`src/rtl/regfile_dump_reader.sv`:
```
// Walks the general-purpose registers through a spare read port and streams
// each (index, value) pair over valid/ready for post-halt debug dumps.
module regfile_dump_reader #(
  parameter int NUM_REGS = 32,
  parameter int ADDR_W   = 5,
  parameter int DATA_W   = 32
) (
  input  logic              clock,
  input  logic              reset,
  input  logic              halted,
  input  logic              start,
  output logic [ADDR_W-1:0] rf_read_addr,
  input  logic [DATA_W-1:0] rf_read_data,
  output logic              out_valid,
  input  logic              out_ready,
  output logic [DATA_W-1:0] out_data,
  output logic [ADDR_W-1:0] out_index,
  output logic              out_last,
  output logic              busy,
  output logic              done
);

  // state | meaning
  // IDLE  | waiting for start or a rising edge of halted
  // FETCH | rf_read_addr == idx, capture the read data this cycle
  // SEND  | word held on the output until the consumer takes it
  // DONE  | one-cycle done pulse, then back to IDLE
  typedef enum logic [1:0] {
    IDLE  = 2'd0,
    FETCH = 2'd1,
    SEND  = 2'd2,
    DONE  = 2'd3
  } state_t;

  localparam logic [ADDR_W-1:0] LAST_IDX = ADDR_W'(NUM_REGS - 1);

  state_t              state_q, state_d;
  logic [ADDR_W-1:0]   idx_q, idx_d;
  logic [ADDR_W-1:0]   addr_d;
  logic [DATA_W-1:0]   data_d;
  logic [ADDR_W-1:0]   index_d;
  logic                valid_d, last_d, done_d, busy_d;
  logic                halted_q;
  logic                trig;

  assign trig = start | (halted & ~halted_q);

  always_comb begin
    state_d = state_q;
    idx_d   = idx_q;
    addr_d  = rf_read_addr;
    valid_d = out_valid;
    data_d  = out_data;
    index_d = out_index;
    last_d  = out_last;
    done_d  = 1'b0;
    case (state_q)
      IDLE: begin
        if (trig) begin
          idx_d   = '0;
          addr_d  = '0;
          state_d = FETCH;
        end
      end
      FETCH: begin
        // Snapshot the register now so later writes cannot disturb a stalled word.
        data_d  = rf_read_data;
        index_d = idx_q;
        last_d  = (idx_q == LAST_IDX);
        valid_d = 1'b1;
        state_d = SEND;
      end
      SEND: begin
        if (out_valid && out_ready) begin
          valid_d = 1'b0;
          if (out_last) begin
            last_d  = 1'b0;
            done_d  = 1'b1;
            state_d = DONE;
          end else begin
            idx_d   = idx_q + 1'b1;
            addr_d  = idx_q + 1'b1;
            state_d = FETCH;
          end
        end
      end
      DONE: begin
        idx_d   = '0;
        addr_d  = '0;
        state_d = IDLE;
      end
      default: state_d = IDLE;
    endcase
    busy_d = (state_d != IDLE);
  end

  always_ff @(posedge clock) begin
    if (reset) begin
      state_q      <= IDLE;
      idx_q        <= '0;
      halted_q     <= 1'b0;
      rf_read_addr <= '0;
      out_valid    <= 1'b0;
      out_data     <= '0;
      out_index    <= '0;
      out_last     <= 1'b0;
      busy         <= 1'b0;
      done         <= 1'b0;
    end else begin
      state_q      <= state_d;
      idx_q        <= idx_d;
      halted_q     <= halted;
      rf_read_addr <= addr_d;
      out_valid    <= valid_d;
      out_data     <= data_d;
      out_index    <= index_d;
      out_last     <= last_d;
      busy         <= busy_d;
      done         <= done_d;
    end
  end

endmodule
```
`config.mk`:
```
export PLATFORM = sky130hd
export DESIGN_NAME = regfile_dump_reader
export DESIGN_NICKNAME = d
export VERILOG_FILES = /design/src/rtl/regfile_dump_reader.sv
export SDC_FILE = /design/constraint.sdc
export NUM_CORES = 1
export LEC_CHECK = 0
export BUFFER_PORTS_ARGS = -buffer_cell sky130_fd_sc_hd__buf_2
export CAP_MARGIN = 5
export CELL_PAD_IN_SITES_DETAIL_PLACEMENT = 0
export CELL_PAD_IN_SITES_GLOBAL_PLACEMENT = 2
export CORE_UTILIZATION = 27
export CTS_CLUSTER_SIZE = 16
export DETAILED_ROUTE_END_ITERATION = 8
export PLACE_DENSITY = 0.89
export SYNTH_ARGS = -nofsm -noshare
export SYNTH_HDL_FRONTEND = slang
export SYNTH_SLANG_ARGS = --single-unit
```
`constraint.sdc`:
```
create_clock -name clock -period 3.5 [get_ports clock]
set_input_delay 0.7 -clock clock [delete_from_list [all_inputs] [get_ports clock]]
set_output_delay 0.7 -clock clock [all_outputs]
set_load 0.005 [all_outputs]
```
==> metrics.cfg, run 1 <==
[run_status]
status=complete, but fails checks
violations=design-rule violations

[die]
initial_core_util=0.284
ios=83
dieArea_um2=7120
die_h_um=84.4
rows=29
fp.dieW_um=84.4
core_um2=6460

[routing]
antenna_left=0
vias=1727
post-route-drc-count=14
dr.pass1.iters=6
dr.first_iter.drc_count=83
routed_wl_um=4460
avgRoutedWirePerCell_um=11.9
post_drt_via_cell_ratio=4.61

[yosys]
synth_top_area_frac=0.536
synth-edff-count=0
synth_seq_cells=49
synth.distinct_cells=29
synth_common_cells=nand2_1, dfxtp_1, a21oi_1, buf_2, clkbuf_1
synth_area_leader_cell=dfxtp_1
yosys_warnings=0
netlist_area_um2=1830
synth_nets=261
synth_area_leaders=dfxtp_1, nand2_1, a21oi_1
yosysMostFrequentCell=nand2_1
post_synth.cell_area_avg_um2=8.25
async_flop_share=0
ys_seq_area_frac=0.536
syn_inst=222
dominantRegCellSynth=dfxtp_1

[finish]
area_growth_syn_to_layout_pct=31.0
final_nets=336
drive_gt1_frac=0.309
diodes=0
post-route-util=0.372

[clock_network]
cts_tree=done
cts.sinks=49
cts_buffers=5
hold_buffers=0
cts_setup_buffers=0
htreeDepth=2
cts_resized=0
cts-root-buf=clkbuf_8
cts.reportedPaths.clkPinSlew_ns=0.09
clock_latency_ns=0.29
clockBufferDepth=2

[placed_design]
port_buffers=82
dp_hpwl_um=3080
gp_congestion=0.719

[setup_path]
worstSetupPathType=flop to flop
r2r_slack_ns=1.69
worst_path_largest_cell_delay_ns=0.61
crit_path_end_kind=flop
r2r_cells=4
reg2reg_from=state_q[1]
cp-start-kind=flop
reg2reg_to=out_last
critPathRequiredTime_ns=3.72
critical_path.max_fanout=20
crit_slowest_cell=nand2b_1
cp_cell_sequence=nand2b_1 > buf_4 > o22ai_1 > nor3_1
cp.arrival_ns=2.03

[global_route]
antenna_found_initial=0
use_met3=0.0433
gr-usage-met2=0.197
grt_max_degree=52
gr-usage-all-layers=0.127
top_usage_layer=met2
grt_pass1_vias=1546
grt_pass1_wl_um=7270
use_met1=0.167
globalRoute.totalOverflow=0

[sta]
final.min_clock_period_ns=1.81
final.setup_skew_ns=0.00464
rsz0062_at_grt=false
final-setup-viol-count=0
fin_tns_setup_ns=0
slew_headroom=0.391
hold_viol_final=0
fin_hold_ws_ns=0.453
fin_crit_sh=0.517
drv_slew=0
worstMarginPinSlew_ns=0.913
fmax_ghz=0.553

[job]
drv_cap=0

[hold_path]
whs_path_depth=2
hold_path_class=flop to flop
hold_start=out_index[1]
whs_endpoint=out_index[1]

[power_and_ir_drop]
power_density_nw_per_um2=505
p_leak_nw=1.07
irDropWorstVdd_mv=0.151

==> sequential cells by signal (all words and copies together), names as in the netlist <==
| signal | flops |
|---|---|
| halted_q | 1 |
| idx_q | 5 |
| out_data | 32 |
| out_index | 5 |
| out_valid | 1 |
| state_q | 2 |
| out_last | 1 |
| done | 1 |
| busy | 1 |
==> how the worst max path moves through the flow <==
stage                    start            to  depth (start not counted)
global route        state_q[1]      out_last                          4
floorplan                reset  out_data[16]                          4
CTS                 state_q[1]      out_last                          4
global placement         reset      idx_q[1]                          3
finish              state_q[1]      out_last                          4
detailed placement  state_q[1]      out_last                          4
==> routing by layer <==
layer  share of wire  routed length (µm)
met4          0.0090                  40
met3           0.081                 362
met2            0.44                1940
met5               0                   0
met1            0.47                2110
==> cell usage in the layout, fill, tap and decap left out, types with 2 or more instances in the layout <==
cell,instances
buf_2,82
nand2_1,75
dfxtp_1,49
a21oi_1,39
clkbuf_8,6
nand2b_1,5
nor2b_1,3
a211oi_1,3
nor2_1,3
nor3_1,2
or4_1,2
o211ai_1,2
inv_1,2
nand4_1,2
a31oi_1,2
nand4b_1,2
o21ai_0,2
ha_1,2
buf_4,2
==> through the flow <==
step	total power [W]	cell area (µm²)	setup WS, ns	cells
2_1_floorplan	0.000738	1830	1.92	222
5_1_grt	0.00128	2400	1.49	375
6_report	0.00121	2400	1.69	375
3_3_place_gp	0.000812	2280	1.67	367
3_5_place_dp	0.000814	2280	1.65	367
4_1_cts	0.00124	2400	1.64	375
==> area by class of cell <==
class	instances	area [µm²]
Sequential cell	49	981
Clock buffer	7	86.3
Multi-Input combinational cell	155	773
Timing Repair Buffer	84	425
Inverter	2	7.51
Clock inverter	1	30.0
Tap cell	77	96.3
Fill cell	721	4060
==> critical path, delay by kind of cell, from the launching register on <==
kind,cells,cell delay (ns)
AO/OA/AOI/OAI,1,0.11
buffers and inverters,1,0.37
flip-flops,1,0.47
AND/OR/NAND/NOR,2,0.77
==> where the power goes <==
part / internal, W / leakage (nW) / total (W) / switching, W
sequential: 0.000595 / 0.399 / 0.000620 / 0.0000245
clock: 0.000233 / 0.0585 / 0.000414 / 0.000181
combinational: 0.0000750 / 0.617 / 0.000178 / 0.000103
==> cell families after synthesis <==
kind of cell             synth area share
buffers and inverters              0.0424
adder cells (fa/ha/maj)            0.0137
AND/OR/NAND/NOR                     0.256
flip-flops                          0.536
AO/OA/AOI/OAI                       0.152
No activity file was read; power rests on OpenSTA's default activity.
==> inputs of run 2 (changes only) <==
--- a/config.mk
+++ b/config.mk
@@ -9,10 +9,10 @@
 export CAP_MARGIN = 5
 export CELL_PAD_IN_SITES_DETAIL_PLACEMENT = 0
 export CELL_PAD_IN_SITES_GLOBAL_PLACEMENT = 2
-export CORE_UTILIZATION = 27
+export CORE_UTILIZATION = 22
 export CTS_CLUSTER_SIZE = 16
 export DETAILED_ROUTE_END_ITERATION = 8
-export PLACE_DENSITY = 0.89
+export PLACE_DENSITY = 0.78
 export SYNTH_ARGS = -nofsm -noshare
 export SYNTH_HDL_FRONTEND = slang
 export SYNTH_SLANG_ARGS = --single-unit
==> constraint.sdc (replaced) <==
create_clock -name clock -period 1.6 [get_ports clock]
set_input_delay 0.32 -clock clock [delete_from_list [all_inputs] [get_ports clock]]
set_output_delay 0.32 -clock clock [all_outputs]
set_load 0.005 [all_outputs]
==> run 2 against run 1 <==
The flow now finishes without violations; final area increased by 2.2%; critical endpoint is now idx_q[2]; die area grew 22%; utilization down 6.1 points; sequential cell count stayed put; clock skew is 0.0017 ns higher; largest cell class unchanged; critical path type unchanged; non-clock buffer count up 4; sequential power up 120%; hold slack worse by 0.21 ns; clock-buffer cell count shrank 1.
==> metrics.cfg, run 2 (synthesis results as in run 1) <==
[run_status]
status=complete, no violations

[global_route]
grt_pass1_wl_um=7570
grt_max_degree=41
gr-usage-all-layers=0.111
grt_pass1_vias=1576
antenna_found_initial=0
globalRoute.totalOverflow=0

[die]
core_um2=7890
fp.dieW_um=93.2
dieArea_um2=8690
initial_core_util=0.232
ios=83
die_h_um=93.2
rows=32

[routing]
dr.pass1.iters=4
antenna_left=0
dr.first_iter.drc_count=51
avgRoutedWirePerCell_um=11.9
vias=1773
post_drt_via_cell_ratio=4.39
routed_wl_um=4800
post-route-drc-count=0

[setup_path]
critical_path.max_fanout=6
critPathRequiredTime_ns=1.83
cp-start-kind=flop
crit_start=idx_q[0]
worstSetupPathType=flop to flop
reg2reg_from=idx_q[0]
crit_path_end_kind=flop
cp.arrival_ns=1.62

[clock_network]
hold_buffers=0
cts_buffers=5
cts-root-buf=clkbuf_8
clockBufferDepth=2
cts_tree=done
clock_latency_ns=0.29
cts.sinks=49
cts_setup_buffers=0
cts.reportedPaths.clkPinSlew_ns=0.09
htreeDepth=2
cts_resized=0

[finish]
layout_common_cells=buf_2, nand2_1, dfxtp_1
largest_register_ff_count=32
final_common_cell=buf_2
diodes=0
n_fill_cell=866
area_growth_syn_to_layout_pct=33.9
regMostFlops=out_data
top_regs=out_data: 32 flops, idx_q: 5 flops, out_index: 5 flops
drive_gt1_frac=0.318
final_nets=340
instances_no_fill=404

[sta]
final.min_clock_period_ns=1.39
final.setup_skew_ns=0.00631
rsz0062_at_grt=false
drv_slew=0
fmax_ghz=0.718
fin_tns_setup_ns=0
slew_headroom=0.672
fin_crit_sh=0.871
final-setup-viol-count=0
hold_viol_final=0
worstMarginPinSlew_ns=0.491

[placed_design]
dp_hpwl_um=3260
placed_cells=396
port_buffers=82
gp_congestion=0.801

[power_and_ir_drop]
p_leak_nw=1.09
power_density_nw_per_um2=1010
irDropWorstVdd_mv=0.492

[hold_path]
hold_start=halted
hold_path_class=input port to flop

[job]
drv_cap=0

-- run 2: cell types whose count changed in the layout (fill, tap and decap cells not counted), sizes merged --
cell	previous run	this run
clkbuf	7	6
bufinv	1	0
clkinv	0	2
buf	84	88
-- run 2: area by class of cell --
type | count | area [µm²] | area share
Clock inverter | 2 | 10.0 | 0.00408
Inverter | 2 | 7.51 | 0.00306
Clock buffer | 6 | 72.6 | 0.0296
Tap cell | 102 | 128 | 0.0520
Timing Repair Buffer | 88 | 480 | 0.196
Multi-Input combinational cell | 155 | 773 | 0.315
Sequential cell | 49 | 981 | 0.400
-- run 2: final timing paths --
kind | end | slack (ns) | cells past startpoint
min | halted_q | 0.25 | 2
min reg2reg | out_data[16] | 0.46 | 2
max reg2reg | idx_q[2] | 0.21 | 4
max | idx_q[2] | 0.21 | 4
-- run 2: per-layer routing --
metal	up-vias	wire (µm)	GRT usage
li1	896	-	-
met1	806	2330	0.145
met2	62	2060	0.169
met3	9	335	0.0333
met4	0	74	0.0462
met5	-	0	0
-- run 2: stage by stage --
stage / utilization / area (µm²) / hold slack [ns] / power (W) / setup slack, ns
6_report: 0.311 / 2450 / 0.248 / 0.00249 / 0.207
5_1_grt: 0.311 / 2450 / 0.234 / 0.00265 / 0.0938
4_1_cts: 0.311 / 2450 / 0.229 / 0.00256 / 0.202
3_5_place_dp: 0.300 / 2370 / 0.447 / 0.00182 / 0.237
3_3_place_gp: 0.300 / 2370 / 0.441 / 0.00181 / 0.252
2_1_floorplan: - / 1830 / 0.416 / 0.00161 / 0.317
-- run 2: where the power goes --
group	total [W]	internal [W]	switching, W
clock	0.000707	0.000304	0.000403
combinational	0.000427	0.000187	0.000239
sequential	0.00135	0.00130	0.0000507
-- run 2: critical path, cell delays in order (launching register included) --
cell and delay [ns]:
dfxtp_1 0.44, ha_1 0.21, inv_1 0.05, or4_1 0.49, a31oi_1 0.13
==> inputs of run 3 (changes only) <==
--- a/config.mk
+++ b/config.mk
@@ -12,6 +12,7 @@
 export CORE_UTILIZATION = 22
 export CTS_CLUSTER_SIZE = 16
 export DETAILED_ROUTE_END_ITERATION = 8
+export MAX_ROUTING_LAYER = met4
 export PLACE_DENSITY = 0.78
 export SYNTH_ARGS = -nofsm -noshare
 export SYNTH_HDL_FRONTEND = slang
==> run 3 against run 2 <==
Worst setup slack barely moved; clock-buffer cell count unchanged; cell count did not move; sequential share of layout area is the same; non-clock buffer count unchanged; sequential cell count unchanged; fmax barely moved; register-to-register slack is essentially flat; clock skew hardly changed; utilization did not move; largest cell class unchanged; sequential power is essentially flat; via count about the same.
==> metrics.cfg, run 3 (synthesis results as in run 1) <==
[die]
die_h_um=93.2
ios=83
dieArea_um2=8690
core_um2=7890
fp.dieW_um=93.2
rows=32
initial_core_util=0.232

[finish]
largest_register_ff_count=32
instances_no_fill=404
drive_gt1_frac=0.318
final_area_um2=2450
layout_common_cells=buf_2, nand2_1, dfxtp_1
final_common_cell=buf_2
regMostFlops=out_data
diodes=0
top_regs=out_data: 32 flops, idx_q: 5 flops, out_index: 5 flops
final_nets=340
area_growth_syn_to_layout_pct=33.9

[job]
drv_cap=0

[sta]
fin_tns_setup_ns=0
rsz0062_at_grt=false
final.setup_skew_ns=0.00636
fin_crit_sh=0.870
slew_headroom=0.672
final.min_clock_period_ns=1.39
fmax_ghz=0.718
hold_viol_final=0
final-setup-viol-count=0
worstMarginPinSlew_ns=0.491
drv_slew=0

[placed_design]
placed_cells=396
gp_congestion=0.812
placed_cell_area_um2=2370
port_buffers=82
dp_hpwl_um=3260

[routing]
post_drt_via_cell_ratio=4.39
post-route-drc-count=0
routed_wl_um=4810
avgRoutedWirePerCell_um=11.9
vias=1774
dr.first_iter.drc_count=51
antenna_left=0
dr.pass1.iters=4

[global_route]
antenna_found_initial=0
grt_pass1_vias=1579
grt_max_degree=41
globalRoute.totalOverflow=0
gr-usage-all-layers=0.114
grt_pass1_wl_um=7560

[clock_network]
cts_buffers=5
cts.sinks=49
cts_setup_buffers=0
cts.reportedPaths.clkPinSlew_ns=0.09
cts_resized=0
clockBufferDepth=2
htreeDepth=2
clock_latency_ns=0.29
hold_buffers=0
cts_tree=done
cts-root-buf=clkbuf_8

[power_and_ir_drop]
p_leak_nw=1.09
irDropWorstVdd_mv=0.492
power_density_nw_per_um2=1010

[setup_path]
critPathRequiredTime_ns=1.83
crit_slowest_cell=or4_1
cp.arrival_ns=1.62
cp_cell_sequence=ha_1 > inv_1 > or4_1 > a31oi_1
cp-start-kind=flop
crit_buf_inv=1
critical_path.max_fanout=6
worstSetupPathType=flop to flop
crit_path_end_kind=flop
crit_start=idx_q[0]
reg2reg_from=idx_q[0]
worst_path_largest_cell_delay_ns=0.49
crit_family=simple AND/OR/NAND/NOR gates

[run_status]
status=complete, no violations

[hold_path]
hold_start=halted
hold_path_class=input port to flop

[run 3: cell counts in the layout (fill, tap and decap cells not counted)]
No cell type changed its count.
[run 3: metrics by stage]
stage	hold slack [ns]	util	worst slack [ns]	total power (W)
floorplan	0.416	-	0.317	0.00161
global placement	0.441	0.300	0.252	0.00181
detailed placement	0.447	0.300	0.237	0.00182
CTS	0.229	0.311	0.202	0.00256
global route	0.234	0.311	0.0938	0.00265
finish	0.248	0.311	0.207	0.00248
[run 3: final cells by class]
| type | count | area (µm²) |
|---|---|---|
| fillers | 866 | 5440 |
| flip-flops and latches | 49 | 981 |
| multi-input cells | 155 | 773 |
| repair buffers | 88 | 480 |
| well taps | 102 | 128 |
| clock buffers | 6 | 72.6 |
| clock inverters | 2 | 10.0 |
| inverters | 2 | 7.51 |
[run 3: worst paths after layout]
kind	endpoint	slack, ns	cells past startpoint
worst min-delay path	halted_q	0.25	2
worst max-delay path	idx_q[2]	0.21	4
worst min register to register	out_data[16]	0.46	2
worst max register to register	idx_q[2]	0.21	4
[run 3: worst reg2reg max path, stage by stage, from the launching register on]
cell and delay, ns:
dfxtp_1 0.44, ha_1 0.21, inv_1 0.05, or4_1 0.49, a31oi_1 0.13
[run 3: layer usage]
| metal | track usage | wire [µm] |
|---|---|---|
| met5 | - | 0 |
| met4 | 0.0462 | 76 |
| met3 | 0.0325 | 335 |
| met2 | 0.169 | 2070 |
| met1 | 0.145 | 2330 |
[run 3: where the power goes]
group          total, W  internal, W  switching, W
combinational  0.000426     0.000187      0.000239
clock          0.000706     0.000304      0.000402
sequential      0.00135      0.00130     0.0000507
